$ cat src/rtl/uart_calc_pkg.sv
// +----------------------------------------------------------------------------+
// | uart_calc_pkg: state encoding, ASCII constants and message text for the   |
// | UART decimal divide calculator.                     Rev 1.0               |
// +----------------------------------------------------------------------------+
`default_nettype none
package uart_calc_pkg;

    typedef logic [2:0] state_t;

    localparam state_t S_INIT    = 3'd0;
    localparam state_t S_PROMPT1 = 3'd1;
    localparam state_t S_READ1   = 3'd2;
    localparam state_t S_PROMPT2 = 3'd3;
    localparam state_t S_READ2   = 3'd4;
    localparam state_t S_DIVIDE  = 3'd5;
    localparam state_t S_REPLY   = 3'd6;
    localparam state_t S_ERR     = 3'd7;

    localparam logic [7:0] C_CR    = 8'h0D;
    localparam logic [7:0] C_LF    = 8'h0A;
    localparam logic [7:0] C_ZERO  = 8'h30;
    localparam logic [7:0] C_NINE  = 8'h39;
    localparam logic [7:0] C_SEVEN = 8'h37;

    localparam int C_P1_LEN   = 34;
    localparam int C_P2_LEN   = 35;
    localparam int C_QHDR_LEN = 29;
    localparam int C_RHDR_LEN = 15;
    localparam int C_TAIL_LEN = 3;
    localparam int C_ERR_LEN  = 26;

    // Text is stored first-byte-in-MSBs so byte k sits at [8*(LEN-1-k) +: 8].
    localparam logic [8*C_P1_LEN-1:0]   C_P1_TXT   = {C_CR, C_LF, "Enter the first decimal number: "};
    localparam logic [8*C_P2_LEN-1:0]   C_P2_TXT   = {C_CR, C_LF, "Enter the second decimal number: "};
    localparam logic [8*C_QHDR_LEN-1:0] C_QHDR_TXT = {C_CR, C_LF, "The integer quotient is: 0x"};
    localparam logic [8*C_RHDR_LEN-1:0] C_RHDR_TXT = ", remainder: 0x";
    localparam logic [8*C_TAIL_LEN-1:0] C_TAIL_TXT = {".", C_CR, C_LF};
    localparam logic [8*C_ERR_LEN-1:0]  C_ERR_TXT  = {C_CR, C_LF, "Error: divide by zero.", C_CR, C_LF};

    function automatic logic [7:0] hex_ascii(input logic [3:0] n);
        return (n <= 4'd9) ? (C_ZERO + {4'd0, n}) : (C_SEVEN + {4'd0, n});
    endfunction

endpackage
`default_nettype wire

$ cat src/rtl/seq_divider.sv
// +----------------------------------------------------------------------------+
// | seq_divider: restoring shift-subtract divider, one quotient bit per clock.|
// |                                                     Rev 1.0               |
// +----------------------------------------------------------------------------+
`default_nettype none
module seq_divider #(
    parameter int WIDTH = 16
) (
    input  logic             clk,
    input  logic             rst,
    input  logic             start,
    input  logic [WIDTH-1:0] dividend,
    input  logic [WIDTH-1:0] divisor,
    output logic             done,
    output logic [WIDTH-1:0] quotient,
    output logic [WIDTH-1:0] remainder
);

    localparam int CNT_W = $clog2(WIDTH);

    logic [WIDTH-1:0] rem_q, rem_d, quo_q, quo_d, dvs_q, dvs_d;
    logic [CNT_W-1:0] cnt_q, cnt_d;
    logic             run_q, run_d;
    logic [WIDTH:0]   shifted;
    logic [WIDTH:0]   diff;
    logic             fits;

    always_comb begin
        shifted = {rem_q, quo_q[WIDTH-1]};
        diff    = shifted - {1'b0, dvs_q};
        fits    = (shifted >= {1'b0, dvs_q});
        rem_d   = rem_q;
        quo_d   = quo_q;
        dvs_d   = dvs_q;
        cnt_d   = cnt_q;
        run_d   = run_q;
        if (start) begin
            rem_d = '0;
            quo_d = dividend;
            dvs_d = divisor;
            cnt_d = '0;
            run_d = 1'b1;
        end else if (run_q) begin
            // A non-fitting trial leaves shifted < divisor, so it fits in WIDTH bits.
            rem_d = fits ? diff[WIDTH-1:0] : shifted[WIDTH-1:0];
            quo_d = {quo_q[WIDTH-2:0], fits};
            cnt_d = cnt_q + CNT_W'(1);
            if (cnt_q == CNT_W'(WIDTH-1)) begin
                run_d = 1'b0;
            end
        end
    end

    always_ff @(posedge clk or posedge rst) begin
        if (rst) begin
            rem_q <= '0;
            quo_q <= '0;
            dvs_q <= '0;
            cnt_q <= '0;
            run_q <= 1'b0;
        end else begin
            rem_q <= rem_d;
            quo_q <= quo_d;
            dvs_q <= dvs_d;
            cnt_q <= cnt_d;
            run_q <= run_d;
        end
    end

    assign done      = run_q && (cnt_q == CNT_W'(WIDTH-1));
    assign quotient  = quo_q;
    assign remainder = rem_q;

endmodule
`default_nettype wire

$ cat src/rtl/uart_div_calc.sv
// +----------------------------------------------------------------------------+
// | uart_div_calc: UART-driven calculator that reads two decimal operands and |
// | replies with their hex quotient (and remainder).    Rev 1.0               |
// +----------------------------------------------------------------------------+
`default_nettype none
module uart_div_calc
    import uart_calc_pkg::*;
#(
    parameter int WIDTH      = 16,
    parameter int MAX_DIGITS = 5,
    parameter int REM_EN     = 1,
    parameter int INIT_DELAY = 100_000
) (
    input  logic       clk,
    input  logic       rst,
    input  logic       rx_valid,
    input  logic [7:0] rx_byte,
    input  logic       tx_ready,
    output logic       tx_valid,
    output logic [7:0] tx_byte,
    output logic       busy,
    output logic       err_div0
);

    localparam int HEX_N     = WIDTH / 4;
    localparam int Q_END     = C_QHDR_LEN + HEX_N;
    localparam int R_HDR_END = Q_END + ((REM_EN != 0) ? C_RHDR_LEN : 0);
    localparam int R_END     = R_HDR_END + ((REM_EN != 0) ? HEX_N : 0);
    localparam int REPLY_LEN = R_END + C_TAIL_LEN;
    localparam int DLY_W     = (INIT_DELAY > 1) ? $clog2(INIT_DELAY) : 1;
    localparam int CNT_W     = $clog2(MAX_DIGITS + 1);
    localparam logic [WIDTH+3:0] C_TEN = (WIDTH+4)'(10);

    state_t           state_q, state_d;
    logic [6:0]       idx_q, idx_d;
    logic [DLY_W-1:0] dly_q, dly_d;
    logic [WIDTH-1:0] op_a_q, op_a_d, op_b_q, op_b_d;
    logic [CNT_W-1:0] cnt_q, cnt_d;
    logic [7:0]       echo_q, echo_d;
    logic             echo_full_q, echo_full_d;
    logic             enter_pend_q, enter_pend_d;
    logic             err_q, err_d;

    logic             div_start, div_done;
    logic [WIDTH-1:0] div_quo, div_rem;
    logic [7:0]       msg_byte;
    logic             msg_last;
    int               msg_i;
    logic             tx_fire, rx_digit, rx_enter;
    logic [WIDTH-1:0] cur_op, new_op;
    logic [WIDTH+3:0] acc_ext;

    seq_divider #(.WIDTH(WIDTH)) u_div (
        .clk       (clk),
        .rst       (rst),
        .start     (div_start),
        .dividend  (op_a_q),
        .divisor   (op_b_q),
        .done      (div_done),
        .quotient  (div_quo),
        .remainder (div_rem)
    );

    // Message byte for the current index; the index only moves on a handshake.
    always_comb begin
        msg_byte = 8'h00;
        msg_last = 1'b0;
        msg_i    = int'(idx_q);
        case (state_q)
            S_PROMPT1: begin
                msg_byte = C_P1_TXT[8*(C_P1_LEN-1-msg_i) +: 8];
                msg_last = (idx_q == 7'(C_P1_LEN-1));
            end
            S_PROMPT2: begin
                msg_byte = C_P2_TXT[8*(C_P2_LEN-1-msg_i) +: 8];
                msg_last = (idx_q == 7'(C_P2_LEN-1));
            end
            S_ERR: begin
                msg_byte = C_ERR_TXT[8*(C_ERR_LEN-1-msg_i) +: 8];
                msg_last = (idx_q == 7'(C_ERR_LEN-1));
            end
            S_REPLY: begin
                msg_last = (idx_q == 7'(REPLY_LEN-1));
                if (msg_i < C_QHDR_LEN) begin
                    msg_byte = C_QHDR_TXT[8*(C_QHDR_LEN-1-msg_i) +: 8];
                end else if (msg_i < Q_END) begin
                    msg_byte = hex_ascii(div_quo[4*(HEX_N-1-(msg_i-C_QHDR_LEN)) +: 4]);
                end else if (msg_i < R_HDR_END) begin
                    msg_byte = C_RHDR_TXT[8*(C_RHDR_LEN-1-(msg_i-Q_END)) +: 8];
                end else if (msg_i < R_END) begin
                    msg_byte = hex_ascii(div_rem[4*(HEX_N-1-(msg_i-R_HDR_END)) +: 4]);
                end else begin
                    msg_byte = C_TAIL_TXT[8*(C_TAIL_LEN-1-(msg_i-R_END)) +: 8];
                end
            end
            default: ;
        endcase
    end

    always_comb begin
        tx_valid = 1'b0;
        tx_byte  = 8'h00;
        case (state_q)
            S_READ1, S_READ2: begin
                tx_valid = echo_full_q;
                tx_byte  = echo_full_q ? echo_q : 8'h00;
            end
            S_PROMPT1, S_PROMPT2, S_REPLY, S_ERR: begin
                tx_valid = 1'b1;
                tx_byte  = msg_byte;
            end
            default: ;
        endcase
    end

    always_comb begin
        state_d      = state_q;
        idx_d        = idx_q;
        dly_d        = dly_q;
        op_a_d       = op_a_q;
        op_b_d       = op_b_q;
        cnt_d        = cnt_q;
        echo_d       = echo_q;
        echo_full_d  = echo_full_q;
        enter_pend_d = enter_pend_q;
        err_d        = err_q;
        div_start    = 1'b0;

        tx_fire  = tx_valid && tx_ready;
        rx_digit = rx_valid && (rx_byte >= C_ZERO) && (rx_byte <= C_NINE);
        rx_enter = rx_valid && (rx_byte == C_CR);
        cur_op   = (state_q == S_READ2) ? op_b_q : op_a_q;
        acc_ext  = ({4'd0, cur_op} * C_TEN) + {{WIDTH{1'b0}}, rx_byte[3:0]};
        new_op   = (|acc_ext[WIDTH+3:WIDTH]) ? {WIDTH{1'b1}} : acc_ext[WIDTH-1:0];

        case (state_q)
            S_INIT: begin
                if (dly_q == DLY_W'(INIT_DELAY-1)) begin
                    state_d = S_PROMPT1;
                end else begin
                    dly_d = dly_q + DLY_W'(1);
                end
            end
            S_PROMPT1, S_PROMPT2, S_REPLY, S_ERR: begin
                if (tx_fire) begin
                    if (msg_last) begin
                        idx_d = '0;
                        case (state_q)
                            S_PROMPT1: state_d = S_READ1;
                            S_PROMPT2: state_d = S_READ2;
                            default:   state_d = S_PROMPT1;
                        endcase
                    end else begin
                        idx_d = idx_q + 7'd1;
                    end
                end
            end
            S_READ1, S_READ2: begin
                if (tx_fire) begin
                    echo_full_d = 1'b0;
                end
                if (rx_digit && (cnt_q < CNT_W'(MAX_DIGITS)) && !echo_full_q) begin
                    if (state_q == S_READ1) begin
                        op_a_d = new_op;
                    end else begin
                        op_b_d = new_op;
                    end
                    cnt_d       = cnt_q + CNT_W'(1);
                    echo_d      = rx_byte;
                    echo_full_d = 1'b1;
                end
                if (rx_enter) begin
                    enter_pend_d = 1'b1;
                end
                // Enter waits in enter_pend until the last echoed digit has gone out.
                if ((enter_pend_q || rx_enter) && !echo_full_q) begin
                    enter_pend_d = 1'b0;
                    cnt_d        = '0;
                    if (state_q == S_READ1) begin
                        state_d = S_PROMPT2;
                    end else begin
                        state_d   = S_DIVIDE;
                        div_start = (op_b_q != '0);
                    end
                end
            end
            S_DIVIDE: begin
                if (op_b_q == '0) begin
                    state_d = S_ERR;
                    err_d   = 1'b1;
                end else if (div_done) begin
                    state_d = S_REPLY;
                end
            end
            default: ;
        endcase

        if ((state_d == S_PROMPT1) && (state_q != S_PROMPT1)) begin
            op_a_d = '0;
            op_b_d = '0;
            cnt_d  = '0;
            err_d  = 1'b0;
        end
    end

    always_ff @(posedge clk or posedge rst) begin
        if (rst) begin
            state_q      <= S_INIT;
            idx_q        <= '0;
            dly_q        <= '0;
            op_a_q       <= '0;
            op_b_q       <= '0;
            cnt_q        <= '0;
            echo_q       <= '0;
            echo_full_q  <= 1'b0;
            enter_pend_q <= 1'b0;
            err_q        <= 1'b0;
        end else begin
            state_q      <= state_d;
            idx_q        <= idx_d;
            dly_q        <= dly_d;
            op_a_q       <= op_a_d;
            op_b_q       <= op_b_d;
            cnt_q        <= cnt_d;
            echo_q       <= echo_d;
            echo_full_q  <= echo_full_d;
            enter_pend_q <= enter_pend_d;
            err_q        <= err_d;
        end
    end

    assign busy     = !((state_q == S_READ1) || (state_q == S_READ2));
    assign err_div0 = err_q;

endmodule
`default_nettype wire

$ cat config.mk
export PLATFORM = sky130hd
export DESIGN_NAME = uart_div_calc
export DESIGN_NICKNAME = d
export VERILOG_FILES = /design/src/rtl/uart_calc_pkg.sv /design/src/rtl/seq_divider.sv /design/src/rtl/uart_div_calc.sv
export SDC_FILE = /design/constraint.sdc
export NUM_CORES = 1
export LEC_CHECK = 0
export BUFFER_PORTS_ARGS = -buffer_cell sky130_fd_sc_hd__buf_4
export CORE_ASPECT_RATIO = 1.1
export CORE_MARGIN = 2
export CORE_UTILIZATION = 35
export CTS_BUF_LIST = sky130_fd_sc_hd__clkbuf_8
export CTS_CLUSTER_DIAMETER = 150
export CTS_CLUSTER_SIZE = 28
export DETAILED_ROUTE_END_ITERATION = 8
export PLACE_DENSITY_LB_ADDON = 0.1
export SLEW_MARGIN = 5
export SYNTH_ARGS = -nofsm -noshare
export SYNTH_HDL_FRONTEND = slang
export SYNTH_SLANG_ARGS = --single-unit
$ cat constraint.sdc
create_clock -name clk -period 14.4 [get_ports clk]
set_input_delay 1.44 -clock clk [delete_from_list [all_inputs] [get_ports clk]]
set_output_delay 1.44 -clock clk [all_outputs]
set_load 0.005 [all_outputs]
==> metrics.yaml <==
place:
  dpl_cell_area_mm2: 0.0114
  port_buffers: 22
  pre_cts_ws_ns: 8.13
  place_inst: 1693
  gp_congestion: 0.909
  hpwl_mm: 24.4
worst_hold_path:
  hold_start: "dly_q[16]"
  hold_end: "dly_q[16]"
  holdPathStages: 1
  hp-class: "flop to flop"
grt:
  grtUsageTotal: 0.206
  antenna_found_initial: 0
  grt_pass1_wl_mm: 54.7
  grt_pass1_vias: 9873
  overflow: 0
  grt_start_max_net_pins: 81
worst_setup_path:
  worst_setup_path_start_kind: "flop"
  critPathKind: "flop to primary output"
  required_ns: 12.96
  rr_startpoint: "state_q[1]"
  cp_max_fo: 29
  cp.arrival_ns: 5.44
  reg2reg_to: "op_b_q[15]"
  reg2reg_depth: 17
  reg2reg_slack_ns: 9.05
  cp-end-kind: "primary output"
logic_synthesis:
  ys.warnings.count: 0
  seq_area_frac_synth: 0.288
  synth_common_cells: "o21ai_0, nand2_1, dfrtp_1"
  syn_inst: 1325
  syn_area_per_cell_um2: 8.27
  synth_edf_count: 0
  synth_area_leaders: "dfrtp_1, ha_1, o21ai_0, nand2_1, xnor2_1"
  yosysTopAreaCellShare: 0.288
  yosysUniqueCellTypes: 88
  synthArstFlopShare: 1.00
  ys.flop_type: "dfrtp_1"
  syn_nets: 1408
  yosysTopAreaCell: "dfrtp_1"
  ys_seq_elements: 126
  synth.most_common_cell: "o21ai_0"
  synth_area_mm2: 0.0110
floorplanning:
  dieArea_mm2: 0.0327
  num_io_pins: 23
  die_x_um: 173
  initial_core_util: 0.357
  core_mm2: 0.0307
  die_h_um: 190
  row_count: 67
sta:
  finalSetupViolCount: 0
  fin_worst_skew_ns: 0.0148
  max_freq_ghz: 0.145
  relSlewSlack: 0.270
  fin_tns_setup_ns: 0
  finalHoldViolations: 0
  fin_crit_sh: 0.478
  worst_hold_slack_ns: 0.488
  worstMarginPinSlew_ns: 1.09
  fin_ws_ns: 7.52
  rsz0062_at_grt: "no"
  period_needed_ns: 6.88
  drv_slew: 0
route:
  first_pass_iters: 5
  postRouteWirelength_mm: 33.1
  num_vias: 9967
  viasPerCell: 5.78
  met3_length_mm: 1.26
  wl_met2_mm: 15.6
  drt_iter0_drc: 640
  wl_met1_mm: 15.4
  wl_per_cell_um: 19.2
  remaining_drc_errors: 0
  highest_layer: "met4"
  final_antenna_net_count: 0
layout:
  multi_input_area_mm2: 0.00729
  drive_above_1_share: 0.0938
  insertedDiodeCount: 0
  n_fill_cell: 3236
  num-nets-final: 1381
  finalNonFillerCells: 1725
  ff_latch_area_mm2: 0.00316
  fin_area_mm2: 0.0118
  area_growth_pct: 7.49
  fin_util: 0.384
power_and_ir_drop:
  switching_share: 0.506
  powerDensity_mw_per_mm2: 161
  power_mw: 1.90
  internal_power_uw: 939
  combPwrFrac: 0.643
  clock_power_share: 0.160
  ir_drop_v: 0.0000686
  p_seq_frac: 0.197
  p_leak_nw: 5.07
  netSwitchingPower_uw: 962
clock_network:
  tritoncts: "yes"
  clk_path_buf_depth: 2
  clk_pin_slew_ns: 0.08
  clock_sinks: 126
  postCtsSetupBuffers: 0
  cts_resized: 0
  cts_root_buffer: "clkbuf_8"
  htree_levels: 4
  clk_latency_ns: 0.46
  cts_hold_buffers: 0
  cts_made_buffers: 17
run_status:
  status: "finished, final reports clean"
run:
  maxCapViolCount: 0
==> state kept, by name (all words and copies together) (netlist names), 3 cells and up <==
register / cells
cnt_q: 3
u_div.quotient: 16
idx_q: 7
dly_q: 17
op_b_q: 16
op_a_q: 16
u_div.dvs_q: 16
echo_q: 8
u_div.remainder: 16
state_q: 3
u_div.cnt_q: 4
==> layout by cell type, fill, tap and decap left out, types with 7 or more instances in the layout <==
cell type,instances
nand2b_1,13
a21oi_1,73
o21ai_0,133
and2_1,11
o211ai_1,10
nand3_1,43
nor3b_1,7
o22ai_1,11
nand2_1,129
dfrtp_1,124
xor2_1,30
a211oi_1,27
nor3_1,28
nor4_1,17
mux2i_1,35
clkbuf_8,18
a22oi_1,10
buf_4,35
or3_1,15
a21o_1,19
ha_1,68
nor2b_1,12
inv_1,41
mux4_2,7
nor2_1,103
o31ai_1,14
xnor2_1,47
mux2_2,23
a31oi_1,42
nand4_1,17
o21a_1,14
==> logic make-up (layout without fill, tap and decap cells) <==
logic type	after synthesis	count (layout)	share of synthesized area
compound gates	431	431	0.255
simple gates	424	424	0.189
buf+inv	127	113	0.0475
flops	126	126	0.288
xor+xnor	79	79	0.0651
fa+ha+maj	72	72	0.0840
mux	66	66	0.0724
==> critical path, stage by stage (launching register included) <==
cell	delay [ns]
dfrtp_2	0.57
clkinv_1	0.66
ha_1	1.24
mux4_2	0.41
nand2_1	0.16
ha_1	0.20
nor2_1	0.05
o211ai_1	0.41
nor2_1	0.07
a311oi_1	0.36
nor3_1	0.13
or4_1	0.54
buf_4	0.15
==> how the worst max path moves through the flow <==
| stage | slack [ns] | start | endpoint | cells after the start |
|---|---|---|---|---|
| 3_5_place_dp | 8.13 | idx_q[0] | tx_byte[1] | 12 |
| 4_1_cts | 7.60 | idx_q[0] | tx_byte[1] | 12 |
| 2_1_floorplan | 9.14 | idx_q[1] | tx_byte[1] | 16 |
| 6_report | 7.52 | idx_q[0] | tx_byte[1] | 12 |
| 3_3_place_gp | 8.19 | idx_q[0] | tx_byte[1] | 12 |
| 5_1_grt | 7.20 | idx_q[0] | tx_byte[1] | 12 |
==> final cells by class <==
type,instances,share of cell area
Multi-Input combinational cell,1072,0.619
Clock inverter,14,0.0114
Clock buffer,18,0.0210
Sequential cell,126,0.268
Inverter,46,0.0149
Tap cell,414,0.0440
Timing Repair Buffer,35,0.0223
==> routing by layer <==
metal / up-vias / global-route usage
met2: 258 / 0.341
li1: 4865 / -
met5: - / 0
met4: 0 / 0.0675
met1: 4796 / 0.280
met3: 48 / 0.0262
==> power by group through the flow <==
stage / Sequential, mW / Clock, mW / Combinational [mW]
2_1_floorplan: 0.375 / 0 / 0.878
3_3_place_gp: 0.381 / 0 / 1.21
3_5_place_dp: 0.381 / 0 / 1.19
4_1_cts: 0.374 / 0.314 / 1.20
5_1_grt: 0.376 / 0.331 / 1.36
6_report: 0.375 / 0.304 / 1.22
(Power assumes the default switching activity.)
